--- config.mk ---
export PLATFORM = sky130hd
export DESIGN_NAME = switch_scheduler_flat
export DESIGN_NICKNAME = d
export VERILOG_FILES = /design/src/rtl/switch_scheduler_if.sv /design/src/rtl/switch_scheduler.sv /design/src/flat_wrapper.sv
export SDC_FILE = /design/constraint.sdc
export NUM_CORES = 1
export LEC_CHECK = 0
export ABC_AREA = 0
export CORE_MARGIN = 4
export CORE_UTILIZATION = 51
export CTS_CLUSTER_SIZE = 40
export DETAILED_ROUTE_END_ITERATION = 8
export PLACE_DENSITY_LB_ADDON = 0.08
export SETUP_SLACK_MARGIN = 0.4
export SYNTH_ARGS = -nofsm -noshare
export SYNTH_HDL_FRONTEND = slang
export SYNTH_SLANG_ARGS = --single-unit
--- constraint.sdc ---
create_clock -name counter_clk -period 1.6 [get_ports counter_clk]
set_input_delay 0.48 -clock counter_clk [delete_from_list [all_inputs] [get_ports counter_clk]]
set_output_delay 0.48 -clock counter_clk [all_outputs]
set_load 0.05 [all_outputs]
--- src/rtl/switch_scheduler_if.sv ---
// Control, configuration and status bundle for switch_scheduler.
// The oneshot signal exists only when SCHED_ONESHOT_EN is defined.
interface switch_scheduler_if;
  logic       start;
  logic       stop;
  logic [6:0] period;
  logic       cfg_wr;
  logic [1:0] cfg_ch;
  logic [6:0] cfg_val;
  logic       cfg_en;
  logic       cfg_ack;
  logic [3:0] fire;
  logic [6:0] count;
  logic       busy;
  logic       wrap;
`ifdef SCHED_ONESHOT_EN
  logic       oneshot;
`endif

  modport master (
`ifdef SCHED_ONESHOT_EN
    output oneshot,
`endif
    output start, stop, period, cfg_wr, cfg_ch, cfg_val, cfg_en,
    input  cfg_ack, fire, count, busy, wrap
  );

  modport slave (
`ifdef SCHED_ONESHOT_EN
    input  oneshot,
`endif
    input  start, stop, period, cfg_wr, cfg_ch, cfg_val, cfg_en,
    output cfg_ack, fire, count, busy, wrap
  );
endinterface

--- src/rtl/switch_scheduler.sv ---
// Four-channel slot scheduler: a 0..period counter fires per-channel pulses on matching slots.
// Define SCHED_ONESHOT_EN to add the oneshot input (single pass, then back to IDLE).
module switch_scheduler (
  input logic              counter_clk,
  input logic              reset_n,
  switch_scheduler_if.slave bus
);

  typedef enum logic [1:0] {IDLE, ARM, RUN} state_t;

  state_t          state;
  state_t          next_state;
  logic [6:0]      count;
  logic [6:0]      period_q;
  logic [3:0][6:0] shadow_val;
  logic [3:0]      shadow_en;
  logic [3:0][6:0] active_val;
  logic [3:0]      active_en;
  logic [3:0]      fire_q;
  logic            wrap_q;
  logic            ack_q;
  logic            at_end;
  logic            oneshot_hit;

  assign at_end = (state == RUN) && (count == period_q);

`ifdef SCHED_ONESHOT_EN
  assign oneshot_hit = bus.oneshot;
`else
  assign oneshot_hit = 1'b0;
`endif

  always_ff @(posedge counter_clk) begin
    if (!reset_n) begin
      state <= IDLE;
    end else begin
      state <= next_state;
    end
  end

  // stop beats start everywhere; a oneshot pass ends on its own wrap edge
  always_comb begin
    next_state = state;
    case (state)
      IDLE: if (bus.start && !bus.stop) next_state = ARM;
      ARM:  next_state = bus.stop ? IDLE : RUN;
      RUN:  if (bus.stop || (at_end && oneshot_hit)) next_state = IDLE;
      default: next_state = IDLE;
    endcase
  end

  always_ff @(posedge counter_clk) begin
    if (!reset_n) begin
      count      <= '0;
      period_q   <= '0;
      shadow_val <= '0;
      shadow_en  <= '0;
      active_val <= '0;
      active_en  <= '0;
      fire_q     <= '0;
      wrap_q     <= 1'b0;
      ack_q      <= 1'b0;
    end else begin
      ack_q  <= bus.cfg_wr;
      fire_q <= '0;
      wrap_q <= 1'b0;
      // the copies below read the pre-write shadow, so a coinciding write waits a period
      if (bus.cfg_wr) begin
        shadow_val[bus.cfg_ch] <= bus.cfg_val;
        shadow_en[bus.cfg_ch]  <= bus.cfg_en;
      end
      case (state)
        ARM: begin
          count <= '0;
          if (!bus.stop) begin
            period_q   <= bus.period;
            active_val <= shadow_val;
            active_en  <= shadow_en;
          end
        end
        RUN: begin
          if (bus.stop) begin
            count <= '0;
          end else begin
            for (int i = 0; i < 4; i++) begin
              fire_q[i] <= active_en[i] && (count == active_val[i]);
            end
            if (at_end) begin
              count      <= '0;
              wrap_q     <= 1'b1;
              active_val <= shadow_val;
              active_en  <= shadow_en;
            end else begin
              count <= count + 7'd1;
            end
          end
        end
        default: count <= '0;
      endcase
    end
  end

  assign bus.cfg_ack = ack_q;
  assign bus.fire    = fire_q;
  assign bus.count   = count;
  assign bus.busy    = (state != IDLE);
  assign bus.wrap    = wrap_q;

endmodule

--- src/flat_wrapper.sv ---
// flat-port wrapper written by rule: the top's interface ports become plain ports
module switch_scheduler_flat 
  (counter_clk, reset_n, bus_start, bus_stop, bus_period, bus_cfg_wr, bus_cfg_ch, bus_cfg_val, bus_cfg_en, bus_cfg_ack, bus_fire, bus_count, bus_busy, bus_wrap);
  switch_scheduler_if bus_i ();
  input logic counter_clk;
  input logic reset_n;
  input wire logic [$bits(bus_i.start)-1:0] bus_start;
  input wire logic [$bits(bus_i.stop)-1:0] bus_stop;
  input wire logic [$bits(bus_i.period)-1:0] bus_period;
  input wire logic [$bits(bus_i.cfg_wr)-1:0] bus_cfg_wr;
  input wire logic [$bits(bus_i.cfg_ch)-1:0] bus_cfg_ch;
  input wire logic [$bits(bus_i.cfg_val)-1:0] bus_cfg_val;
  input wire logic [$bits(bus_i.cfg_en)-1:0] bus_cfg_en;
  output wire logic [$bits(bus_i.cfg_ack)-1:0] bus_cfg_ack;
  output wire logic [$bits(bus_i.fire)-1:0] bus_fire;
  output wire logic [$bits(bus_i.count)-1:0] bus_count;
  output wire logic [$bits(bus_i.busy)-1:0] bus_busy;
  output wire logic [$bits(bus_i.wrap)-1:0] bus_wrap;
  assign bus_i.start = bus_start;
  assign bus_i.stop = bus_stop;
  assign bus_i.period = bus_period;
  assign bus_i.cfg_wr = bus_cfg_wr;
  assign bus_i.cfg_ch = bus_cfg_ch;
  assign bus_i.cfg_val = bus_cfg_val;
  assign bus_i.cfg_en = bus_cfg_en;
  assign bus_cfg_ack = bus_i.cfg_ack;
  assign bus_fire = bus_i.fire;
  assign bus_count = bus_i.count;
  assign bus_busy = bus_i.busy;
  assign bus_wrap = bus_i.wrap;
  switch_scheduler u_core (.counter_clk(counter_clk), .reset_n(reset_n), .bus(bus_i));
endmodule
==> results.md, run 1 <==
- Placed cells: 618
- Mean Syn Cell Area: 9.437 um^2
- Max Clock Freq: about 580 MHz
- Post-synth net total: 506
- Worst setup SP type: flop
- GRT Overall Usage: between 20% and 30%
- Sink Count: 86
- # setup viols final: 34
- Vias in the first global route: 3756
- Critical Path Sink Type: flop
- WP buf/inv: 2
- Die area: ~11000 um^2
- FF-to-FF setup slack: -120 ps
- Slowest CP cell: dfxtp_4
- CP Cell Sequence: xnor2_1 -> nand3_1 -> buf_4 -> o211a_4 -> clkbuf_16 -> a221o_1
- #FFs+latches synth: 86
- Worst Reg2Reg Path Length in Cells: 6
- Detailed Route Iter0 Violations: 275
- Hold Startpoint: bus_cfg_wr
- Power Dens Cells: roughly 750 nW/um^2
- Clock transition at path regs: 90 ps
- Clock Skew: around 10 ps
- DRT Pass-1 Iters: 5
- I/O Buffers: 35
- Leak pwr: 2.514 nW
- Critical path peak fanout: 8
- R2R Path End: u_core.active_val[15]
- Largest net degree at the start of global routing: between 50 and 60
- Row cnt: 34
- Area growth, synth to finish: 40.74%
- Period utilization: 107.5%
- Unrepaired setup endpoints after global routing: yes
- CTS tree: built
- Setup TNS: -3407 ps
- Combinational power share: under 10%
- Pwr Total: 4.794 mW
- Worst vdd ir: 0.6893 mV
- Relative slew slack: 77.53%
- Top post-synthesis cells by area: dfxtp_1, nor2b_1, mux2i_1
- Crit path launch: u_core.bus.count[3]
- Latest clock arrival within the worst-skew pair: around 370 ps
- DIE HEIGHT: 102.5 um
- Count leader, synth: dfxtp_1
- Failing checks: setup timing
- Top_reg_cell synth: dfxtp_1
- Commonest cells in the netlist: dfxtp_1, nor2b_1, mux2i_1
- Core Footprint: about 8700 um^2
- Hold/Removal Path Class: input pin to flop
- Num CTS Buffers: 9
- IO Pins: 36
- Total vias in the final route: 3912
- Slew Limit Fails: 0
- Crit path kind: flop to flop
- Drt via density: slightly below 6
- Initial Util: 52.27%
- Slowest stage delay, CP: between 300 and 400 ps
- Root buffer cell: clkbuf_8
- Initial antenna violation count: 1
- # nets final: approximately 580
- First-pass GRT wire length: 20.36 mm
- Worst setup path endpoint: u_core.active_val[15]
- Ys async rst share: 0%
- Final Hold Viols: 0
- # H-tree levels: 3
- Wire length per cell: 19.21 um
- Share of the synthesized area in the top cell type: 37.77%
- Sw Share: 22.90%
- CTS Buffer Depth: 2
- Share of cells above drive strength 1: between 20 and 30%
- Min cycle time layout: 1720 ps
- RR Startpoint: u_core.bus.count[3]
- Total wire length: 12.83 mm
- Pin slew with the least headroom to its limit: between 300 and 400 ps
- Post-synth cell types: 31
- Antenna Cells: 0
- Final WS setup: -120.3 ps
- Worst path required time: between 1500 and 2000 ps
- Final instance count without filler cells: 668
- Post-synthesis cell area: 4558 um^2
- GPL Wtd Cong: a little over 0.8
- Number of synthesized flops with an enable pin: 0
- Internal power: 3.696 mW
- Maxcap violations: 0
- Worst path arrival time: ~2000 ps
- CP Depth: 6
- Net switching power: 1.098 mW
- Status: complete, but fails checks
- Family with the most delay on the worst path: compound AO/OA/AOI/OAI gates
- Clock group share of total power: 44.1%
- Gate Count Post-Synth: 483
- Drt drc: 0
- Synth warnings: 0
- Post-synthesis sequential area ratio: between 30% and 40%
- Gr ovfl total: 0
- DRT antenna net count: 0
- Flop pwr share: a little under half
- Area leader, netlist: dfxtp_1
- Die X: 102.5 um
- DP HPWL: 7.601 mm
## power groups by stage
stage	sequential [mW]	clock (mW)	combinational [mW]
after global placement	2.26	0	0.405
after CTS	2.21	2.13	0.456
after global routing	2.21	2.24	0.500
after floorplan	2.25	0	0.234
final	2.21	2.12	0.470
after detailed placement	2.26	0	0.412
## layout make-up
| type | count | area [um^2] |
|---|---|---|
| clock buffers | 10 | 148.9 |
| clock inverters | 5 | 128.9 |
| fillers | 614 | 2306 |
| inverters | 1 | 3.754 |
| multi-input cells | 353 | 2858 |
| flip-flops and latches | 86 | 1772 |
| well taps | 108 | 135.1 |
| repair buffers | 105 | 1369 |
## placed cells by master (no fill, tap or decap), types with 2 or more instances in the layout
cell             instances
bufinv_16                4
nor4_4                   3
dfxtp_4                 10
clkdlybuf4s50_1         16
buf_4                   27
clkbuf_2                 3
buf_8                    5
nor2b_1                 71
nand3_1                  5
nor2_1                   2
o21a_1                  32
dfxtp_2                 10
xnor2_2                  9
nand3b_1                34
nor3_1                   2
a21oi_1                 32
buf_16                   4
buf_12                  27
buf_6                   20
dfxtp_1                 66
nor3_2                   3
and3_1                   4
nand4_1                  4
clkbuf_8                 9
nor3b_4                  2
a221o_1                 32
xor2_1                  14
nor3_4                   3
nand2b_1                32
xnor2_1                 17
mux2i_1                 38
clkbuf_16                2
## kinds of logic after synthesis
| kind of cell | after synthesis | share of synthesized area (%) |
|---|---|---|
| multiplexers | 39 | 8.564 |
| adder cells (fa/ha/maj) | 1 | 0.2745 |
| XOR/XNOR | 41 | 7.878 |
| flip-flops | 86 | 37.77 |
| buffers and inverters | 44 | 4.447 |
| AND/OR/NAND/NOR | 174 | 24.84 |
| AO/OA/AOI/OAI | 98 | 16.22 |
## sequential cells by signal (all words and copies together) (netlist names)
register / flops
u_core.active_val: 28
u_core.shadow_val: 28
u_core.bus.count: 7
u_core.period_q: 7
u_core.active_en: 4
u_core.bus.fire: 4
u_core.shadow_en: 4
u_core.state: 2
u_core.bus.cfg_ack: 1
u_core.bus.wrap: 1
## worst reg2reg max path: stages, from the launching register on
cell and delay (ps):
dfxtp_4 360, xnor2_1 180, nand3_1 140, buf_4 160
o211a_4 310, clkbuf_16 180, a221o_1 280
## metrics by stage
stage / utilization, % / hold WS [ps] / area (um^2) / setup WS, ps
floorplan: - / 454.7 / 4676 / -133.9
global placement: 62.27 / 488.9 / 5430 / -555.9
detailed placement: 62.27 / 500.3 / 5430 / -552.3
CTS: 72.05 / 453.5 / 6284 / -119.7
global route: 73.56 / 415.4 / 6415 / -158.8
finish: 73.56 / 382.0 / 6415 / -120.3
## what timing repair did
item | CTS | global route
hold buffers | 0 | 0
setup buffers | 25 | 5
pin swaps | 22 | 5
gates resized for setup | 73 | 21
endpoints found under the setup margin | 97 | 78
gates cloned | 4 | 1
## layer usage
metal,part of all wire (%),vias up,global-route usage (%)
met5,0.062,-,0
met4,1.6,2,8.476
met3,5.2,21,4.330
met2,49,109,40.47
met1,44,1924,34.98
li1,-,1856,-
## how the worst min path moves through the flow
stage,end,slack (ps),cells past startpoint
final,u_core.bus.cfg_ack,380,2
after global routing,u_core.bus.cfg_ack,420,2
after CTS,u_core.state[0],450,4
after detailed placement,u_core.active_val[2],500,1
after global placement,u_core.active_en[1],490,1
after floorplan,u_core.bus.fire[0],450,2
(Power assumes the default switching activity.)
==> inputs of run 2 (changes only) <==
Settings changed: ABC_CLOCK_PERIOD_IN_PS set to 1600, CAP_MARGIN set to 20, GPL_ROUTABILITY_DRIVEN set to 1.
==> results of run 2 <==
The final DEF is identical to that of run 1; final timing and power are the same.
==> inputs of run 3 (changes only) <==
Settings changed: ABC_CLOCK_PERIOD_IN_PS 1600 to 1700, CORE_MARGIN 4 to 8.
Clock period 1.6 ns to 1.7 ns, I/O delays scaled along.
==> run 3 against run 2 <==
Net effect: the run still ends with setup timing left; global-route usage shrank 4.7 points; sequential power shrank 6%; clock skew shrank 1.8 ps; worst hold slack gained 140 ps; non-clock buffer count shrank 10; flip-flop and latch count is the same; first-iteration DRC count shrank 4.0%; worst setup slack gained 89 ps; clock-buffer cell count is the same; largest cell class unchanged; sequential share of layout area grew 0.97 points; clock power shrank 30%; register-to-register slack gained 90 ps.
==> results.md, run 3 (same netlist as run 1, synthesis figures left out) <==
- Leak pwr: 2.404 nW
- Worst path arrival time: 2040 ps
- # H-tree levels: 3
- IO Pins: 36
- Total vias in the final route: 3846
- GPL Wtd Cong: 0.8242
- DR top layer: met4
- Most frequent cells in the layout: nor2b_1, dfxtp_1, mux2i_1, nand3b_1
- Clock transition at path regs: 90 ps
- CTS Buffer Depth: 2
- Final core occ: 71.21%
- Largest registers: u_core.active_val (28), u_core.shadow_val (28)
- Sink Count: 86
- Relative slew slack: 77.12%
- Largest net degree at the start of global routing: 50
- Drt drc: 0
- Final Hold Viols: 0
- Worst path required time: 2010 ps
- Antenna Cells: 0
- Worst setup SP type: flop
- Crit path kind: flop to flop
- Min cycle time layout: ~1700 ps
- Detailed Route Iter0 Violations: 264
- # setup viols final: 21
- Initial Util: 52.52%
- I/O Buffers: 35
- Final WS setup: -30.93 ps
- Post-route cell area: 6180 um^2
- Unrepaired setup endpoints after global routing: yes
- Worst Reg2Reg Path Length in Cells: 6
- Die X: around 110 um
- Cts hold-fix bufs: 0
- Failing checks: setup timing
- DIE HEIGHT: 110.5 um
- GRT Overall Usage: 20.72%
- Share of cells above drive strength 1: roughly 25%
- Min-Delay Path Depth: 4
- Clock Skew: 8.272 ps
- Dpl ws: -648.1 ps
- # nets final: 569
- Latest clock arrival within the worst-skew pair: 360 ps
- Drt via density: 5.836
- Initial antenna violation count: 0
- Core Footprint: 8678 um^2
- CTS tree: built
- Worst vdd ir: between 0.4 and 0.5 mV
- Critical path peak fanout: 4
- Critical Path Sink Type: flop
- Metal3 WL: 722 um
- DRT antenna net count: 0
- Max Clock Freq: 577.7 MHz
- Placed Area: ~5400 um^2
- DRT Pass-1 Iters: 4
- Maxcap violations: 0
- Routed wl met2: between 6 and 7 mm
- Die area: 12220 um^2
- First-pass GRT wire length: approximately 21 mm
- Gr ovfl total: 0
- Pin slew with the least headroom to its limit: 342.1 ps
- Status: complete, but fails checks
- Row cnt: 34
- Period utilization: 101.8%
- Power Dens Cells: 647.5 nW/um^2
- Root buffer cell: clkbuf_8
- Hold/Removal Path Class: input pin to flop
- Slew Limit Fails: 0
- Leading cell type in the layout, fill and taps excluded: nor2b_1
- Total wire length: 13.19 mm
- Area growth, synth to finish: 35.58%
- DP HPWL: 7.738 mm
- Metal-1 WL: 5.723 mm
- Num CTS Buffers: 9
- Vias in the first global route: 3930
- Wire length per cell: 20.02 um
run 3: routing by layer:
layer,track usage (%),vias up
met5,0,-
met4,7.748,0
met3,5.790,34
met2,33.47,122
met1,25.51,1858
li1,-,1832
run 3: report_power, final:
group / internal (mW) / switching (mW)
combinational: 0.232 / 0.209
clock: 0.715 / 0.762
sequential: 2.04 / 0.0431
run 3: per-stage QoR:
step | TNS [ps] | std cells | power [mW] | hold slack [ps]
finish | -445.7 | 659 | 4.001 | 519.0
global route | -1634 | 659 | 4.136 | 521.2
CTS | -26.85 | 652 | 3.978 | 500.2
detailed placement | -24540 | 615 | 2.519 | 506.0
global placement | -22570 | 615 | 2.511 | 489.2
floorplan | -1027 | 483 | 2.339 | 455.0
run 3: worst paths after layout:
kind / start / end / slack (ps)
max: u_core.state[1] / u_core.active_val[18] / -30
min: reset_n / u_core.state[1] / 520
max reg2reg: u_core.state[1] / u_core.active_val[18] / -30
min reg2reg: u_core.shadow_val[19] / u_core.active_val[19] / 530
run 3: repair_timing:
action | CTS | global route
buffers inserted | 17 | 7
endpoints found under the setup margin | 97 | 84
pin swaps | 12 | 27
cloned | 4 | 0
resized for setup | 48 | 22
run 3: worst max-delay path, cell delays in order, from the launching register on:
cell and delay [ps]:
dfxtp_4 370, buf_6 110, or3b_4 400, nor3_4 240
buf_6 150, bufbuf_16 260, a221o_1 140
run 3: layout make-up:
class	count	area, um^2
Clock buffer	10	137.6
Clock inverter	6	60.06
Fill cell	644	2499
Inverter	1	3.754
Multi-Input combinational cell	353	2818
Sequential cell	86	1767
Tap cell	108	135.1
Timing Repair Buffer	95	1259
